**src/rtl/alu_op_sequencer.sv**
```systemverilog
// rtl/alu_op_sequencer.sv - request sequencer and 2-entry result buffer in front of alu_8bit
//
// Purpose:
//   Accepts ALU requests on a valid/ready input, registers operands and opcode
//   onto the alu_8bit inputs for one EXEC cycle, then captures the ALU result
//   (tagged with its opcode) into a 2-entry FIFO drained by a valid/ready output.
//
// Optional feature macro: ALU_SEQ_ACC_EN
//   Defined   : accumulator holds the last captured result; in_use_acc=1 at
//               acceptance substitutes it for operand A.
//   Undefined : no accumulator, in_use_acc ignored, acc tied to 0.
//
// Ports:
//   clk, rst                  clock, synchronous active-high reset
//   in_valid/in_ready         request handshake
//   in_a, in_b, in_op         request operands and opaque opcode
//   in_use_acc                use accumulator as operand A (feature build only)
//   alu_a, alu_b, alu_op      registered drive to alu_8bit
//   alu_result                combinational result from alu_8bit
//   out_valid/out_ready       result handshake
//   out_result, out_op        buffer head result and its opcode
//   acc                       last captured result (0 when feature disabled)

module alu_op_sequencer #(
  parameter int W   = 8,
  parameter int OPW = 3
) (
  input  logic           clk,
  input  logic           rst,
  input  logic           in_valid,
  output logic           in_ready,
  input  logic [W-1:0]   in_a,
  input  logic [W-1:0]   in_b,
  input  logic [OPW-1:0] in_op,
  input  logic           in_use_acc,
  output logic [W-1:0]   alu_a,
  output logic [W-1:0]   alu_b,
  output logic [OPW-1:0] alu_op,
  input  logic [W-1:0]   alu_result,
  output logic           out_valid,
  input  logic           out_ready,
  output logic [W-1:0]   out_result,
  output logic [OPW-1:0] out_op,
  output logic [W-1:0]   acc
);

  typedef enum logic {
    S_IDLE = 1'b0,
    S_EXEC = 1'b1
  } state_t;

  state_t         r_state;
  logic [W-1:0]   r_alu_a;
  logic [W-1:0]   r_alu_b;
  logic [OPW-1:0] r_alu_op;

  logic [W-1:0]   r_buf_res [0:1];
  logic [OPW-1:0] r_buf_op  [0:1];
  logic [1:0]     r_count;
  logic           r_wptr;
  logic           r_rptr;

  logic           w_in_ready;
  logic           w_accept;
  logic           w_push;
  logic           w_pop;
  logic [W-1:0]   w_next_a;

  // Ready depends only on registered state; count==2 is flagged by bit 1.
  assign w_in_ready = (r_state == S_IDLE) && !r_count[1];
  assign w_accept   = in_valid && w_in_ready;
  assign w_push     = (r_state == S_EXEC);
  assign w_pop      = (r_count != 2'd0) && out_ready;

`ifdef ALU_SEQ_ACC_EN
  logic [W-1:0] r_acc;

  assign w_next_a = in_use_acc ? r_acc : in_a;
  assign acc      = r_acc;

  always_ff @(posedge clk) begin
    if (rst) begin
      r_acc <= '0;
    end else if (w_push) begin
      r_acc <= alu_result;
    end
  end
`else
  logic w_unused_use_acc;

  assign w_unused_use_acc = in_use_acc;
  assign w_next_a         = in_a;
  assign acc              = '0;
`endif

  always_ff @(posedge clk) begin
    if (rst) begin
      r_state  <= S_IDLE;
      r_alu_a  <= '0;
      r_alu_b  <= '0;
      r_alu_op <= '0;
      r_count  <= 2'd0;
      r_wptr   <= 1'b0;
      r_rptr   <= 1'b0;
    end else begin
      case (r_state)
        S_IDLE: begin
          if (w_accept) begin
            r_alu_a  <= w_next_a;
            r_alu_b  <= in_b;
            r_alu_op <= in_op;
            r_state  <= S_EXEC;
          end
        end
        S_EXEC: begin
          // The ALU has had a full cycle to settle on the registered operands.
          r_buf_res[r_wptr] <= alu_result;
          r_buf_op[r_wptr]  <= r_alu_op;
          r_wptr            <= ~r_wptr;
          r_state           <= S_IDLE;
        end
        default: r_state <= S_IDLE;
      endcase

      if (w_pop) begin
        r_rptr <= ~r_rptr;
      end

      // Push never meets a full buffer: acceptance already required count < 2.
      case ({w_push, w_pop})
        2'b10:   r_count <= r_count + 2'd1;
        2'b01:   r_count <= r_count - 2'd1;
        default: r_count <= r_count;
      endcase
    end
  end

  assign in_ready   = w_in_ready;
  assign alu_a      = r_alu_a;
  assign alu_b      = r_alu_b;
  assign alu_op     = r_alu_op;
  assign out_valid  = (r_count != 2'd0);
  assign out_result = r_buf_res[r_rptr];
  assign out_op     = r_buf_op[r_rptr];

endmodule

```
**config.mk**
```make
export PLATFORM = sky130hd
export DESIGN_NAME = alu_op_sequencer
export DESIGN_NICKNAME = d
export VERILOG_FILES = /design/src/rtl/alu_op_sequencer.sv
export SDC_FILE = /design/constraint.sdc
export NUM_CORES = 1
export LEC_CHECK = 0
export CAP_MARGIN = 40
export CORE_AREA = 2 2 66 68
export DETAILED_ROUTE_END_ITERATION = 16
export DIE_AREA = 0 0 68 70
export PLACE_DENSITY = 0.82
export SETUP_SLACK_MARGIN = 0.15
export SLEW_MARGIN = 10
export SYNTH_ARGS = -nofsm -noshare
export SYNTH_HDL_FRONTEND = slang
export SYNTH_SLANG_ARGS = --single-unit
export TNS_END_PERCENT = 50
```
**constraint.sdc**
```tcl
create_clock -name clk -period 4.9 [get_ports clk]
set_input_delay 0.98 -clock clk [delete_from_list [all_inputs] [get_ports clk]]
set_output_delay 0.98 -clock clk [all_outputs]
set_load 0.005 [all_outputs]
```
==> results by group <==
Status
  • Status: completed

Worst setup path
  • Crit. End Element: output port
  • Critical path startpoint category: register
  • Reg2reg start: r_state
  • Crit-path max FO: 11
  • WS Path Type: reg -> out
  • CP max-delay cell: dfxtp_1
  • CP bufs+invs: 1
  • Max incr delay on CP: 0.64 ns
  • Critical path cell sequence: mux2_1, clkdlybuf4s50_1
  • Critical path's top delay family: flip-flops
  • CP Data Arrival Time: 1.77 ns
  • Critical Path RT: slightly below 4 ns

GRT
  • Overall global routing resource usage: approximately 14%
  • Overflow after GRT: 0
  • GR Layer Usage met3: under 10%
  • Met2 usage: 21.90%
  • Busiest layer in global routing: met2
  • First-pass GRT wire length: 4.933 mm
  • Initial antenna violation count: 0
  • Vias in the first global route: ~1,200
  • Pin count of the biggest net entering global routing: 21
  • GR Util met1: between 10% and 20%

Timing
  • Least-Margin Pin Slew: 0.8746 ns
  • Setup TNS Final: 0 ns
  • RSZ-0062 raised after global routing: false
  • Clk_skew: roughly 0.0054 ns
  • Tmin final: between 2 and 3 ns
  • Max Slew Vio Count: 0
  • Slew margin rel.: about two fifths
  • Final worst path period share: 56.02%
  • Hold Fails Final Rpt: 0
  • Setup-failing EPs final: 0
  • Max Freq: ~0.36 GHz

Floorplan
  • Die area: 4760 um2
  • Core Area: 4144 um2
  • Number of top-level pins: slightly above 70
  • Std cell rows: 24
  • Chip height: around 70 um
  • Initial Utilization: roughly 43%
  • Die W: 68 um

Route
  • DRT Pass-1 Iters: 2
  • DR vias: between 1,000 and 1,500
  • Starting DRC count in detailed routing: 23
  • Wire per inst: roughly 13 um
  • Detailed Route WL: 3.122 mm
  • Vias/cell: between 4 and 5
  • Final antenna-violating net count: 0
  • Number of remaining DRC errors: 0

Job
  • Max Cap Viol: 0

Synth
  • Register bit count reported by yosys: 47
  • Synth top area share: a little under two fifths
  • Register area share after synthesis: between 60% and 70%
  • Synthesized cell area: approximately 1800 um2
  • Syn Area/Cell: approximately 14 um2
  • Synth Area in XOR/XNOR: just under 2%
  • Largest family of logic cells by synthesized area: multiplexers
  • Synth Area in Compound Gates: 1.053%
  • Post-synthesis mux area share: 17.61%
  • Cells after Synth: 131
  • Synth warn: 0
  • Synth area leaders: edfxtp_1 37%, dfxtp_1 28%, mux2i_1 11%
  • Cell variety after synth: 23
  • Simple-gate share of the synthesized area: between 7 and 8%
  • Area share of fa/ha/maj cells after synthesis: less than 1%
  • Yosys top cell by area: edfxtp_1

Clock tree
  • # hold bufs at CTS: 0
  • Clock transition at path regs: approximately 0.090 ns
  • # Post-CTS Setup Buffers: 0
  • Clock buffer depth: 2
  • CTS sink cnt: 47
  • Htree depth: 2
  • Skew-Pair Late Insertion Delay: approximately 0.30 ns
  • Clock tree root driver cell: clkbuf_8
  • CTS tree: yes
  • CTS buffer count: 5
  • PostCTS Resize Cnt: 0

Power and ir drop
  • Pwr per Cell Area: about 380 nW/um2
  • Peak supply drop: approximately 0.00021 V
  • Tot Pwr: slightly below 1 mW
  • Pleak: approximately 0.94 nW

Placement
  • Port Buffers: slightly above 60
  • Gpl congestion: 0.6370
  • Post-DP HPWL: between 2 and 2.5 mm

Layout
  • Util after Layout: 61.02%
  • Layout cells sized above 1: just over 7%
  • Final net count: roughly 230
  • Antenna cells: 0
  • Layout area overhead: 41.82%

Min path
  • Hold Startpoint: alu_op[1]
  • HP Class: reg -> reg
registers in the layout, summed over array words and instances (netlist names), named ones only:
| name | flops |
|---|---|
| alu_op | 3 |
| r_count | 2 |
| r_buf_op | 6 |
| alu_b | 8 |
| r_wptr | 1 |
| r_rptr | 1 |
| r_buf_res | 16 |
| alu_a | 8 |
| r_state | 1 |
metal layers:
metal	vias up	share of wire, %
met3	6	11
met1	528	41
li1	562	-
met2	53	47
met5	-	0
met4	0	0.99
cell usage after synthesis:
cell / number
dfxtp_1: 25
nor2_1: 24
edfxtp_1: 22
mux2i_1: 19
mux2_1: 11
buf_4: 8
xnor2_1: 3
buf_2: 2
buf_6: 2
clkbuf_1: 2
a21oi_1: 1
conb_1: 1
ha_1: 1
inv_1: 1
nor2b_1: 1
nor3_1: 1
nor3b_1: 1
nor3b_2: 1
o21a_2: 1
o21ai_0: 1
or2_1: 1
or3_1: 1
xor2_1: 1
through the flow:
stage / hold slack, ns / instance area [um2] / cells / worst slack (ns)
6_report: 0.4933 / 2529 / 249 / 2.155
5_1_grt: 0.5165 / 2529 / 249 / 2.059
3_5_place_dp: 0.4694 / 2436 / 241 / 1.986
4_1_cts: 0.4968 / 2529 / 249 / 2.117
3_3_place_gp: 0.4716 / 2421 / 240 / 1.630
2_1_floorplan: 0.4705 / 1809 / 138 / 2.436
cells by family after synthesis:
logic type | Yosys count
mux | 30
buf+inv | 15
xor+xnor | 4
compound gates | 3
other cells | 1
simple gates | 30
fa+ha+maj | 1
flops | 47
power by group:
group	internal, mW	switching (mW)	leakage [nW]
combinational	0.161	0.0839	0.496
clock	0.102	0.133	0.0408
sequential	0.450	0.0344	0.406
cell usage in the layout (no fill, tap or decap), drive strengths merged, types with 2 or more instances in the layout:
master,synthesis,layout
mux2,11,11
clkinvlp,0,2
clkdlybuf4s50,0,62
nor2,24,24
xnor2,3,3
buf,12,3
inv,1,2
dfxtp,25,25
mux2i,19,19
nor3b,2,2
clkbuf,2,5
conb,1,8
edfxtp,22,22
final timing paths:
check | endpoint | slack [ns] | cells after the start
max reg2reg | r_buf_res[1][3] | 3.26 | 2
min | r_buf_op[0][1] | 0.49 | 0
min reg2reg | r_buf_op[0][1] | 0.49 | 0
max | out_op[2] | 2.15 | 2
cell type report:
type                       instances  area, um2
clock inverter                     3      23.77
timing repair buffer              65      650.6
clock buffer                       5      68.82
multi-input combinational         76      555.5
sequential                        47       1161
fill                             373       1615
tap                               52      65.06
inverter                           1      3.754
(Power assumes the default switching activity.)
